File: src/rtl/watch_pkg.sv
// Shared encodings for the watch time-set sequencer: main/repeat state
// enums and the one-hot field-select constants with rotation helpers.
package watch_pkg;

  typedef enum logic {
    RUN = 1'b0,
    SET = 1'b1
  } main_state_t;

  typedef enum logic [1:0] {
    R_IDLE   = 2'd0,
    R_DELAY  = 2'd1,
    R_REPEAT = 2'd2
  } rep_state_t;

  localparam logic [2:0] FLD_NONE = 3'b000;
  localparam logic [2:0] FLD_SEC  = 3'b001;
  localparam logic [2:0] FLD_MIN  = 3'b010;
  localparam logic [2:0] FLD_HOUR = 3'b100;

  // sec -> min -> hour -> sec
  function automatic logic [2:0] fld_next(input logic [2:0] f);
    return {f[1:0], f[2]};
  endfunction

  // sec -> hour -> min -> sec
  function automatic logic [2:0] fld_prev(input logic [2:0] f);
    return {f[0], f[2:1]};
  endfunction

endpackage

File: src/rtl/watch_set_ctrl_key_repeat.sv
// One key's edge detector plus hold-delay / auto-repeat pulse generator.
// A pulse fires on the rising edge, again after HOLD_CYC, then every REPEAT_CYC.
module key_repeat
  import watch_pkg::*;
#(
  parameter int HOLD_CYC   = 50_000_000,
  parameter int REPEAT_CYC = 10_000_000
) (
  input  logic clk,
  input  logic rst,
  input  logic en,
  input  logic key,
  input  logic clr,
  output logic pulse
);

  localparam int MAX_CYC = (HOLD_CYC > REPEAT_CYC) ? HOLD_CYC : REPEAT_CYC;
  localparam int CNT_W   = (MAX_CYC > 1) ? $clog2(MAX_CYC) : 1;

  rep_state_t       state, state_nx;
  logic [CNT_W-1:0] cnt, cnt_nx;
  logic             key_p1;
  logic             pulse_nx;
  logic             rise;

  assign rise = key & ~key_p1;

  always_comb begin
    state_nx = state;
    cnt_nx   = cnt;
    pulse_nx = 1'b0;
    if (!en || clr) begin
      state_nx = R_IDLE;
      cnt_nx   = '0;
    end else begin
      unique case (state)
        R_IDLE: begin
          if (rise) begin
            state_nx = R_DELAY;
            cnt_nx   = '0;
            pulse_nx = 1'b1;
          end
        end
        R_DELAY: begin
          if (!key) begin
            state_nx = R_IDLE;
            cnt_nx   = '0;
          end else if (cnt == CNT_W'(HOLD_CYC - 1)) begin
            state_nx = R_REPEAT;
            cnt_nx   = '0;
            pulse_nx = 1'b1;
          end else begin
            cnt_nx = cnt + 1'b1;
          end
        end
        R_REPEAT: begin
          if (!key) begin
            state_nx = R_IDLE;
            cnt_nx   = '0;
          end else if (cnt == CNT_W'(REPEAT_CYC - 1)) begin
            cnt_nx   = '0;
            pulse_nx = 1'b1;
          end else begin
            cnt_nx = cnt + 1'b1;
          end
        end
        default: begin
          state_nx = R_IDLE;
          cnt_nx   = '0;
        end
      endcase
    end
  end

  always_ff @(posedge clk) begin
    if (!rst) begin
      state  <= R_IDLE;
      cnt    <= '0;
      pulse  <= 1'b0;
      key_p1 <= 1'b0;
    end else begin
      state  <= state_nx;
      cnt    <= cnt_nx;
      pulse  <= pulse_nx;
      key_p1 <= key;
    end
  end

endmodule

File: src/rtl/watch_set_ctrl.sv
// Time-set sequencer: RUN/SET mode control, field rotation, inc/dec
// auto-repeat strobes, inactivity timeout with re-entry lock, and blink.
module watch_set_ctrl
  import watch_pkg::*;
#(
  parameter int HOLD_CYC    = 50_000_000,
  parameter int REPEAT_CYC  = 10_000_000,
  parameter int TIMEOUT_CYC = 1_000_000_000,
  parameter int BLINK_CYC   = 25_000_000
) (
  input  logic       clk,
  input  logic       rst,
  input  logic       set_en,
  input  logic       btn_next,
  input  logic       btn_prev,
  input  logic       btn_up,
  input  logic       btn_down,
  output logic       set_mode,
  output logic       stop,
  output logic [2:0] field_sel,
  output logic       inc_pulse,
  output logic       dec_pulse,
  output logic       blink
);

  localparam int TO_W = (TIMEOUT_CYC > 1) ? $clog2(TIMEOUT_CYC) : 1;
  localparam int BL_W = (BLINK_CYC > 1) ? $clog2(BLINK_CYC) : 1;

  logic set_en_p0, next_p0, prev_p0, up_p0, down_p0;
  logic next_p1, prev_p1, up_p1, down_p1;

  main_state_t       state, state_nx;
  logic              lock, lock_nx;
  logic [TO_W-1:0]   idle_cnt, idle_nx;
  logic [BL_W-1:0]   blink_cnt, blink_cnt_nx;
  logic              blink_nx;
  logic [2:0]        field_nx;
  logic              rep_clr;
  logic              in_set;
  logic              next_rise, prev_rise, up_rise, down_rise, any_rise;

  assign next_rise = next_p0 & ~next_p1;
  assign prev_rise = prev_p0 & ~prev_p1;
  assign up_rise   = up_p0 & ~up_p1;
  assign down_rise = down_p0 & ~down_p1;
  assign any_rise  = next_rise | prev_rise | up_rise | down_rise;
  assign in_set    = (state == SET);
  assign set_mode  = in_set;
  assign stop      = in_set;

  always_comb begin
    state_nx     = state;
    lock_nx      = lock;
    idle_nx      = idle_cnt;
    blink_nx     = blink;
    blink_cnt_nx = blink_cnt;
    field_nx     = field_sel;
    rep_clr      = 1'b0;
    if (!set_en_p0) lock_nx = 1'b0;
    if (state == RUN) begin
      idle_nx      = '0;
      blink_nx     = 1'b0;
      blink_cnt_nx = '0;
      field_nx     = FLD_NONE;
      if (set_en_p0 && !lock) begin
        state_nx = SET;
        field_nx = FLD_SEC;
        blink_nx = 1'b1;
      end
    end else if (!set_en_p0 || idle_cnt == TO_W'(TIMEOUT_CYC - 1)) begin
      // Exit wins over everything; a timeout exit locks until set_en drops.
      state_nx     = RUN;
      lock_nx      = set_en_p0;
      field_nx     = FLD_NONE;
      idle_nx      = '0;
      blink_nx     = 1'b0;
      blink_cnt_nx = '0;
      rep_clr      = 1'b1;
    end else begin
      if (any_rise || inc_pulse || dec_pulse) idle_nx = '0;
      else                                     idle_nx = idle_cnt + 1'b1;
      if (next_rise && !prev_rise) begin
        field_nx = fld_next(field_sel);
        rep_clr  = 1'b1;
      end else if (prev_rise && !next_rise) begin
        field_nx = fld_prev(field_sel);
        rep_clr  = 1'b1;
      end
      if (up_p0 && down_p0) rep_clr = 1'b1;
      if (blink_cnt == BL_W'(BLINK_CYC - 1)) begin
        blink_nx     = ~blink;
        blink_cnt_nx = '0;
      end else begin
        blink_cnt_nx = blink_cnt + 1'b1;
      end
    end
  end

  // Input sampling stage (p0) and edge-history stage (p1), then control state
  always_ff @(posedge clk) begin
    if (!rst) begin
      set_en_p0 <= 1'b0;
      next_p0   <= 1'b0;
      prev_p0   <= 1'b0;
      up_p0     <= 1'b0;
      down_p0   <= 1'b0;
      next_p1   <= 1'b0;
      prev_p1   <= 1'b0;
      up_p1     <= 1'b0;
      down_p1   <= 1'b0;
      state     <= RUN;
      lock      <= 1'b0;
      idle_cnt  <= '0;
      blink_cnt <= '0;
      blink     <= 1'b0;
      field_sel <= FLD_NONE;
    end else begin
      set_en_p0 <= set_en;
      next_p0   <= btn_next;
      prev_p0   <= btn_prev;
      up_p0     <= btn_up;
      down_p0   <= btn_down;
      next_p1   <= next_p0;
      prev_p1   <= prev_p0;
      up_p1     <= up_p0;
      down_p1   <= down_p0;
      state     <= state_nx;
      lock      <= lock_nx;
      idle_cnt  <= idle_nx;
      blink_cnt <= blink_cnt_nx;
      blink     <= blink_nx;
      field_sel <= field_nx;
    end
  end

  key_repeat #(
    .HOLD_CYC  (HOLD_CYC),
    .REPEAT_CYC(REPEAT_CYC)
  ) u_up (
    .clk  (clk),
    .rst  (rst),
    .en   (in_set),
    .key  (up_p0),
    .clr  (rep_clr),
    .pulse(inc_pulse)
  );

  key_repeat #(
    .HOLD_CYC  (HOLD_CYC),
    .REPEAT_CYC(REPEAT_CYC)
  ) u_down (
    .clk  (clk),
    .rst  (rst),
    .en   (in_set),
    .key  (down_p0),
    .clr  (rep_clr),
    .pulse(dec_pulse)
  );

endmodule

File: config.mk
export PLATFORM = sky130hd
export DESIGN_NAME = watch_set_ctrl
export DESIGN_NICKNAME = d
export VERILOG_FILES = /design/src/rtl/watch_pkg.sv /design/src/rtl/watch_set_ctrl_key_repeat.sv /design/src/rtl/watch_set_ctrl.sv
export SDC_FILE = /design/constraint.sdc
export NUM_CORES = 1
export LEC_CHECK = 0
export CAP_MARGIN = 20
export CORE_ASPECT_RATIO = 0.5
export CORE_MARGIN = 8
export CORE_UTILIZATION = 47
export CTS_BUF_LIST = sky130_fd_sc_hd__clkbuf_4 sky130_fd_sc_hd__clkbuf_8
export DETAILED_ROUTE_END_ITERATION = 12
export DONT_BUFFER_PORTS = 1
export PLACE_DENSITY = 0.73
export REMOVE_ABC_BUFFERS = 1
export SETUP_SLACK_MARGIN = 0.1
export SYNTH_ARGS = -nofsm -noshare
export SYNTH_HDL_FRONTEND = slang
export SYNTH_SLANG_ARGS = --single-unit
File: constraint.sdc
create_clock -name clk -period 7.2 [get_ports clk]
set_input_delay 2.16 -clock clk [delete_from_list [all_inputs] [get_ports clk]]
set_output_delay 2.16 -clock clk [all_outputs]
set_load 0.005 [all_outputs]
==> results.py, run 1 <==
metrics = {
    "detailed_routing": {
        "drtIter0Drc": 435,
        "postRouteAntennaNets": 0,
        "wire_per_inst_um": 13.67,
        "dr.pass1.iters": 5,
        "post-route-drc-count": 0,
        "via_per_inst": 5.667,
        "via_count": 5384,
        "wl_um": 12990,
    },
    "yosys": {
        "synthTopCellsByArea": "dfxtp_1, nor2_1, nand3_1, xnor2_1, nand2_1",
        "synth-seq-cells": 128,
        "ys_seq_area_share_pct": 40.47,
        "synthMostInstantiatedCell": "dfxtp_1",
        "synth_edf_count": 0,
        "synthFlopType": "dfxtp_1",
        "synth_area_mm2": 0.006332,
        "ys_types": 56,
        "ys_warn_count": 0,
        "avgSynthCellArea_um2": 8.299,
        "syn-instance-count": 763,
        "ys_async_sr_fraction_pct": 0,
        "yosysTopAreaCellShare_pct": 40.47,
        "synth_top_area_cell": "dfxtp_1",
        "synth_commonest_cells": "dfxtp_1, nor2_1, nand2_1, nand3_1, xnor2_1",
    },
    "clock_network": {
        "clkLatencyLatePin_ps": 430,
        "cts_buffer_depth": 2,
        "htree_levels": 4,
        "clkSinkCount": 128,
        "postCtsSetupBuffers": 0,
        "cts-resized-gates": 0,
        "clkTransAtPathRegs_ps": 70,
        "cts_buffers": 17,
        "cts-root-buf": "clkbuf_8",
        "cts_tree": "done",
        "cts_hold_buf": 0,
    },
    "sta": {
        "setup_viol": 0,
        "hold_viol_final": 0,
        "period_share_pct": 46.94,
        "tightestPinTransition_ps": 1030,
        "rsz0062_at_grt": "false",
        "clock_skew_ps": 16.70,
        "whs_ps": 465.5,
        "final.setup.tns_ps": 0,
        "slew_headroom_pct": 31.19,
        "setup_ws_ps": 3821,
        "max_freq_mhz": 295.9,
        "period_needed_ps": 3379,
        "slew_violations": 0,
    },
    "layout": {
        "fillers": 1239,
        "post-route-util_pct": 51.41,
        "area_delta_synth_final_pct": 8.496,
        "fin_nets": 783,
        "stdcell_area_mm2": 0.006870,
        "finalNonFillerCells": 950,
        "n_antenna_cell": 0,
        "drive_gt1_share_pct": 6.460,
    },
    "min_path": {
        "min_path_cells": 1,
        "worstHoldEndpoint": "idle_cnt[0]",
        "hold_class": "flop to flop",
        "hold_start": "idle_cnt[0]",
    },
    "global_routing": {
        "antenna_found_initial": 0,
        "grt-ovfl-total": 0,
        "grt_pass1_wl_um": 22710,
        "grt.total_usage_pct": 14.89,
        "grt_pass1_vias": 5016,
        "grt_max_degree": 31,
    },
    "place": {
        "post-place-ws_ps": 3335,
        "hpwl_um": 9044,
        "dp_cells": 919,
        "place_area_mm2": 0.006491,
        "gp_congestion": 0.9055,
        "portBuffers": 0,
    },
    "worst_setup_path": {
        "crit_path_max_incr_delay_ps": 910,
        "cp-startpoint": "rst",
        "cp_slowest_cell": "a211oi_2",
        "reg2reg_depth": 7,
        "endpoint_kind": "flop",
        "crit_arrival_ps": 3750,
        "r2r-end": "u_up.cnt[15]",
        "critical_path_class": "primary input to flop",
        "reg2reg_from": "u_up.cnt[0]",
        "critPathLaunchType": "primary input",
        "required_ps": 7570,
        "r2r_slack_ps": 4370,
        "path_max_fanout": 15,
        "crit_chain": "nand4_1 > a211oi_2 > and3_1 > a221o_1",
    },
    "die": {
        "die_area_mm2": 0.01767,
        "dieWidth_um": 180.2,
        "ios": 15,
        "rows": 30,
        "die_h_um": 98.08,
        "core_area_mm2": 0.01336,
        "start_util_pct": 47.39,
    },
    "power_and_ir_drop": {
        "leakagePower_nw": 2.136,
        "finalPower_mw": 1.333,
        "powerDensity_mw_per_mm2": 194.1,
        "vdd_ir_drop_max_uv": 99.93,
    },
    "job": {
        "max-cap-violations": 0,
    },
    "status": {
        "status": "completed",
    },
}
report_power, final:
group	switching, mW	internal [mW]
clock network	0.290	0.310
registers	0.00388	0.711
logic	0.0118	0.00653
cells by family (layout without fill, tap and decap cells):
group	after synthesis	after routing	synth area share [%]
DFF	128	128	40.47
AOI/OAI and AO/OA	79	79	8.911
buffers and inverters	50	61	3.043
and+or+nand+nor	416	416	34.04
xor gates and xnor gates	63	63	8.714
adders and majority gates	14	14	2.766
muxes	13	13	2.055
how the worst max path moves through the flow:
stage | end | slack (ps)
2_1_floorplan | u_up.cnt[5] | 3090
3_3_place_gp | u_up.cnt[21] | 3400
3_5_place_dp | u_up.cnt[17] | 3340
4_1_cts | u_up.cnt[15] | 3790
5_1_grt | u_up.cnt[17] | 3650
6_report | u_up.cnt[15] | 3820
metal layers:
layer / vias up / share of wire [%] / track usage, %
li1: 2714 / - / -
met1: 2529 / 48 / 18.83
met2: 123 / 47 / 24.53
met3: 18 / 4.3 / 3.335
met4: 0 / 1.3 / 5.682
met5: - / 0 / 0
cell type report:
| cell class | count | area, um^2 | area share (%) |
|---|---|---|---|
| Sequential cell | 128 | 2562 | 37.30 |
| Inverter | 25 | 93.84 | 1.366 |
| Multi-Input combinational cell | 585 | 3577 | 52.07 |
| Tap cell | 176 | 220.2 | 3.205 |
| Clock buffer | 18 | 241.5 | 3.515 |
| Clock inverter | 13 | 137.6 | 2.003 |
| Timing Repair Buffer | 5 | 37.54 | 0.5463 |
flip-flops by register name, indices dropped and copies added, names as in the netlist, 2 cells and up:
signal,flops
u_up.state,2
u_down.state,2
u_up.cnt,26
field_sel,3
blink_cnt,25
idle_cnt,30
u_down.cnt,26
cells in the final DEF, fill, tap and decap left out, types with 19 or more instances in the layout:
cell     Yosys  layout
a21oi_1     20      20
nand4_1     33      33
nand2_1     75      75
xnor2_1     35      35
and2_1      19      19
nor2_1     106     106
dfxtp_1    128     128
xor2_1      28      28
inv_1       25      25
nor3_1      21      21
nand3_1     63      63
and3_1      23      23
critical path: cells and delay by family:
family          cells  cell delay, ps
compound gates      2            1010
simple gates        2             570
No activity file was read; power rests on OpenSTA's default activity.
==> inputs of run 2 (changes only) <==
==> constraint.sdc (replaced) <==
create_clock -name clk -period 3.4 [get_ports clk]
set_input_delay 1.02 -clock clk [delete_from_list [all_inputs] [get_ports clk]]
set_output_delay 1.02 -clock clk [all_outputs]
set_load 0.005 [all_outputs]
==> results.py, run 2 (synthesis gave the netlist of run 1 again) <==
metrics = {
    "worst_setup_path": {
        "crit_chain": "ha_1 > or4bb_1 > or4_4 > o2111ai_4 > a211oi_2 > and3_1 > a221o_1",
        "critical_path_class": "flop to flop",
        "cp_slowest_cell": "or4_4",
        "crit_buf_inv": 0,
        "path_max_fanout": 15,
        "path_depth": 7,
        "r2r-end": "u_up.cnt[21]",
        "critPathLaunchType": "flop",
        "crit_path_end": "u_up.cnt[21]",
        "cp-startpoint": "u_up.cnt[0]",
        "reg2reg_depth": 7,
        "required_ps": 3720,
        "endpoint_kind": "flop",
        "crit_path_max_incr_delay_ps": 590,
        "crit_arrival_ps": 3160,
        "reg2reg_from": "u_up.cnt[0]",
        "r2r_slack_ps": 560,
        "cpLargestDelayFamily": "simple AND/OR/NAND/NOR gates",
    },
    "sta": {
        "slew_violations": 0,
        "clock_skew_ps": 16.93,
        "period_needed_ps": 2837,
        "hold_viol_final": 0,
        "setup_ws_ps": 563.1,
        "tightestPinTransition_ps": 1064,
        "max_freq_mhz": 352.5,
        "final.setup.tns_ps": 0,
        "period_share_pct": 83.44,
        "rsz0062_at_grt": "false",
        "setup_viol": 0,
        "slew_headroom_pct": 28.93,
    },
    "power_and_ir_drop": {
        "leakagePower_nw": 2.153,
        "powerDensity_mw_per_mm2": 418.6,
        "vdd_ir_drop_max_uv": 256.3,
    },
    "place": {
        "portBuffers": 0,
        "post-place-ws_ps": 576.3,
        "hpwl_um": 9089,
        "gp_congestion": 0.8673,
    },
    "global_routing": {
        "grt_max_degree": 31,
        "busiest_layer": "met2",
        "grt_pass1_vias": 5025,
        "use_met3_pct": 3.520,
        "antenna_found_initial": 0,
        "grt_use_met1_pct": 19.19,
        "use_met2_pct": 25.06,
        "grt.total_usage_pct": 15.38,
        "grt_pass1_wl_um": 23250,
        "grt-ovfl-total": 0,
    },
    "clock_network": {
        "postCtsSetupBuffers": 0,
        "cts-resized-gates": 0,
        "clkSinkCount": 128,
        "clkTransAtPathRegs_ps": 80,
        "cts_buffer_depth": 2,
        "cts-root-buf": "clkbuf_8",
        "cts_tree": "done",
        "cts_hold_buf": 0,
        "clkLatencyLatePin_ps": 440,
        "htree_levels": 4,
        "cts_buffers": 17,
    },
    "detailed_routing": {
        "via_per_inst": 5.651,
        "wire_per_inst_um": 13.93,
        "wl_um": 13260,
        "post-route-drc-count": 0,
        "via_count": 5380,
        "postRouteAntennaNets": 0,
        "drtIter0Drc": 527,
        "dr.pass1.iters": 4,
    },
    "die": {
        "dieWidth_um": 180.2,
        "core_area_mm2": 0.01336,
        "die_h_um": 98.08,
        "start_util_pct": 47.39,
        "ios": 15,
        "rows": 30,
        "die_area_mm2": 0.01767,
    },
    "layout": {
        "final_common_cell": "dfxtp_1",
        "drive_gt1_share_pct": 6.701,
        "post-route-util_pct": 51.64,
        "mostFrequentLayoutCells": "dfxtp_1, nor2_1, nand2_1",
        "fin_nets": 784,
        "area_delta_synth_final_pct": 8.971,
        "n_antenna_cell": 0,
        "largest_register_ffs": 30,
        "top_register": "idle_cnt",
        "top_regs": "idle_cnt: 30 flops, u_down.cnt: 26 flops, u_up.cnt: 26 flops",
    },
    "status": {
        "status": "completed",
    },
    "min_path": {
        "hold_class": "flop to flop",
    },
    "job": {
        "max-cap-violations": 0,
    },
}
run 2: cell count changes in the layout (fill, tap and decap cells not counted), sizes merged:
cell,delta
clkbuf,-1
buf,+1
clkinv,-3
clkinvlp,-1
inv,+6
run 2: how the worst min path moves through the flow:
stage                      startpoint          end  slack [ps]  depth (start not counted)
final                         prev_p0      prev_p1         470                          1
after CTS                     prev_p0      prev_p1         470                          1
after detailed placement      next_p0      next_p1         450                          1
after global routing          prev_p0      prev_p1         500                          1
after floorplan           idle_cnt[0]  idle_cnt[0]         430                          1
after global placement        next_p0      next_p1         440                          1
run 2: per-layer routing:
metal  routed length [um]  share of wire (%)
met4                  267                2.0
met2                 6098                 46
met5                    0                  0
met3                  405                3.1
met1                 6487                 49
run 2: cell type report:
cell class	count	area (um^2)
Multi-Input combinational cell	585	3577
Clock buffer	17	234.0
Inverter	25	93.84
Fill cell	1231	6462
Clock inverter	15	167.7
Timing Repair Buffer	6	45.04
Tap cell	176	220.2
Sequential cell	128	2562
run 2: through the flow:
stage	hold slack, ps	power [mW]	cells	cell area (um^2)
finish	468.6	2.888	952	6900
global route	496.5	2.993	952	6900
CTS	472.5	2.914	952	6900
detailed placement	446.2	1.588	920	6499
global placement	442.8	1.586	920	6499
floorplan	429.7	1.576	738	6233
run 2: power breakdown:
| part | internal [mW] | switching [mW] |
|---|---|---|
| Combinational | 0.0139 | 0.0249 |
| Clock | 0.672 | 0.664 |
| Sequential | 1.50 | 0.00871 |
run 2: worst reg2reg max path, cell delays in order (launching register included):
cell and delay [ps]:
dfxtp_1 360, ha_1 210, or4bb_1 520, or4_4 590
o2111ai_4 250, a211oi_2 280, and3_1 270, a221o_1 250
==> inputs of run 3 (changes only) <==
==> constraint.sdc (replaced) <==
create_clock -name clk -period 2.89 [get_ports clk]
set_input_delay 0.867 -clock clk [delete_from_list [all_inputs] [get_ports clk]]
set_output_delay 0.867 -clock clk [all_outputs]
set_load 0.005 [all_outputs]
==> results.py, run 3 (synthesis gave the netlist of run 1 again) <==
metrics = {
    "min_path": {
        "min_path_cells": 1,
        "hold_start": "idle_cnt[0]",
        "worstHoldEndpoint": "idle_cnt[0]",
        "hold_class": "flop to flop",
    },
    "worst_setup_path": {
        "crit_chain": "ha_2 > or4bb_1 > or4_4 > o2111ai_4 > nand2_4 > and3_4 > a221o_1",
        "critPathLaunchType": "flop",
        "cp-startpoint": "u_up.cnt[1]",
        "critical_path_class": "flop to flop",
        "cp_slowest_cell": "or4_4",
        "r2r-end": "u_up.cnt[17]",
        "crit_buf_inv": 0,
        "r2r_slack_ps": 220,
        "required_ps": 3220,
        "reg2reg_from": "u_up.cnt[1]",
        "endpoint_kind": "flop",
        "cpLargestDelayFamily": "simple AND/OR/NAND/NOR gates",
        "reg2reg_depth": 7,
        "crit_arrival_ps": 2990,
        "crit_path_max_incr_delay_ps": 590,
        "path_max_fanout": 7,
    },
    "power_and_ir_drop": {
        "power_frac_clock_pct": 44.7,
        "p_sw_uw": 799.3,
        "internal_power_mw": 2.501,
        "seqPwrFrac_pct": 53.9,
        "leakagePower_nw": 2.186,
        "vdd_ir_drop_max_uv": 257.5,
        "sw_frac_of_total_pct": 24.22,
        "p_comb_share_pct": 1.4,
        "powerDensity_mw_per_mm2": 474.0,
    },
    "sta": {
        "clock_skew_ps": 15.95,
        "final.setup.tns_ps": 0,
        "hold_viol_final": 0,
        "setup_viol": 0,
        "period_share_pct": 92.34,
        "max_freq_mhz": 374.7,
        "whs_ps": 464.2,
        "slew_violations": 0,
        "tightestPinTransition_ps": 571.5,
        "period_needed_ps": 2669,
        "rsz0062_at_grt": "false",
        "setup_ws_ps": 221.3,
        "slew_headroom_pct": 61.55,
    },
    "global_routing": {
        "grt_max_degree": 31,
        "grt_pass1_vias": 5068,
        "grt-ovfl-total": 0,
        "grt_pass1_wl_um": 23270,
        "antenna_found_initial": 0,
        "grt.total_usage_pct": 15.45,
    },
    "layout": {
        "largest_register_ffs": 30,
        "top_regs": "idle_cnt: 30 flops, u_down.cnt: 26 flops, u_up.cnt: 26 flops",
        "post-route-util_pct": 52.11,
        "final_common_cell": "dfxtp_1",
        "area_delta_synth_final_pct": 9.959,
        "mostFrequentLayoutCells": "dfxtp_1, nor2_1, nand2_1",
        "fin_nets": 793,
        "top_register": "idle_cnt",
        "drive_gt1_share_pct": 8.280,
        "n_antenna_cell": 0,
    },
    "die": {
        "dieWidth_um": 180.2,
        "ios": 15,
        "die_area_mm2": 0.01767,
        "start_util_pct": 47.39,
        "rows": 30,
        "die_h_um": 98.08,
        "core_area_mm2": 0.01336,
    },
    "detailed_routing": {
        "wl_um": 13530,
        "dr.pass1.iters": 5,
        "via_per_inst": 5.632,
        "post-route-drc-count": 0,
        "wire_per_inst_um": 14.08,
        "drtIter0Drc": 427,
        "via_count": 5412,
        "postRouteAntennaNets": 0,
    },
    "status": {
        "status": "completed",
    },
    "clock_network": {
        "cts_buffers": 17,
        "htree_levels": 4,
        "clkLatencyLatePin_ps": 440,
        "cts-root-buf": "clkbuf_8",
        "clkSinkCount": 128,
        "clkTransAtPathRegs_ps": 80,
        "cts_buffer_depth": 2,
        "cts_hold_buf": 0,
        "cts_tree": "done",
    },
    "job": {
        "max-cap-violations": 0,
    },
    "place": {
        "portBuffers": 0,
        "hpwl_um": 9218,
        "gp_congestion": 0.8511,
        "post-place-ws_ps": 198.5,
    },
}
## run 3: power by group through the flow
| stage | Sequential [mW] | Combinational (mW) | Clock [mW] |
|---|---|---|---|
| floorplan | 1.82 | 0.0346 | 0 |
| global placement | 1.82 | 0.0448 | 0 |
| detailed placement | 1.82 | 0.0454 | 0 |
| CTS | 1.78 | 0.0457 | 1.51 |
| global route | 1.78 | 0.0515 | 1.59 |
| finish | 1.78 | 0.0460 | 1.47 |
## run 3: worst max-delay path by stage
stage,end,slack (ps),cells after the start
finish,u_up.cnt[17],220,7
global route,u_up.cnt[4],100,8
detailed placement,u_up.cnt[6],200,7
global placement,u_up.cnt[23],280,7
floorplan,u_up.cnt[5],20,7
CTS,u_up.cnt[19],190,7
## run 3: metal layers
metal	global-route usage, %	vias up	wire, um
li1	-	2730	-
met1	18.75	2534	6465
met2	25.99	121	6286
met3	4.187	27	557
met4	5.745	0	218
met5	0	-	0
## run 3: layout make-up
cell class | count | area [um^2]
fill | 1243 | 6400
multi-input combinational | 585 | 3595
tap | 176 | 220.2
timing repair buffer | 15 | 112.6
clock buffer | 18 | 247.7
clock inverter | 14 | 130.1
sequential | 128 | 2564
inverter | 25 | 93.84
## run 3: through the flow
stage / power [mW] / cells / cell area [um^2]
4_1_cts: 3.336 / 959 / 6929
3_5_place_dp: 1.867 / 927 / 6551
5_1_grt: 3.421 / 961 / 6963
3_3_place_gp: 1.867 / 927 / 6551
2_1_floorplan: 1.854 / 738 / 6233
6_report: 3.301 / 961 / 6963
## run 3: what timing repair did
action / in CTS / in global routing
setup endpoints to repair: 0 / 13
setup buffers: 0 / 2
gates resized for setup: 0 / 5
endpoints found under the hold margin: 0 / 0
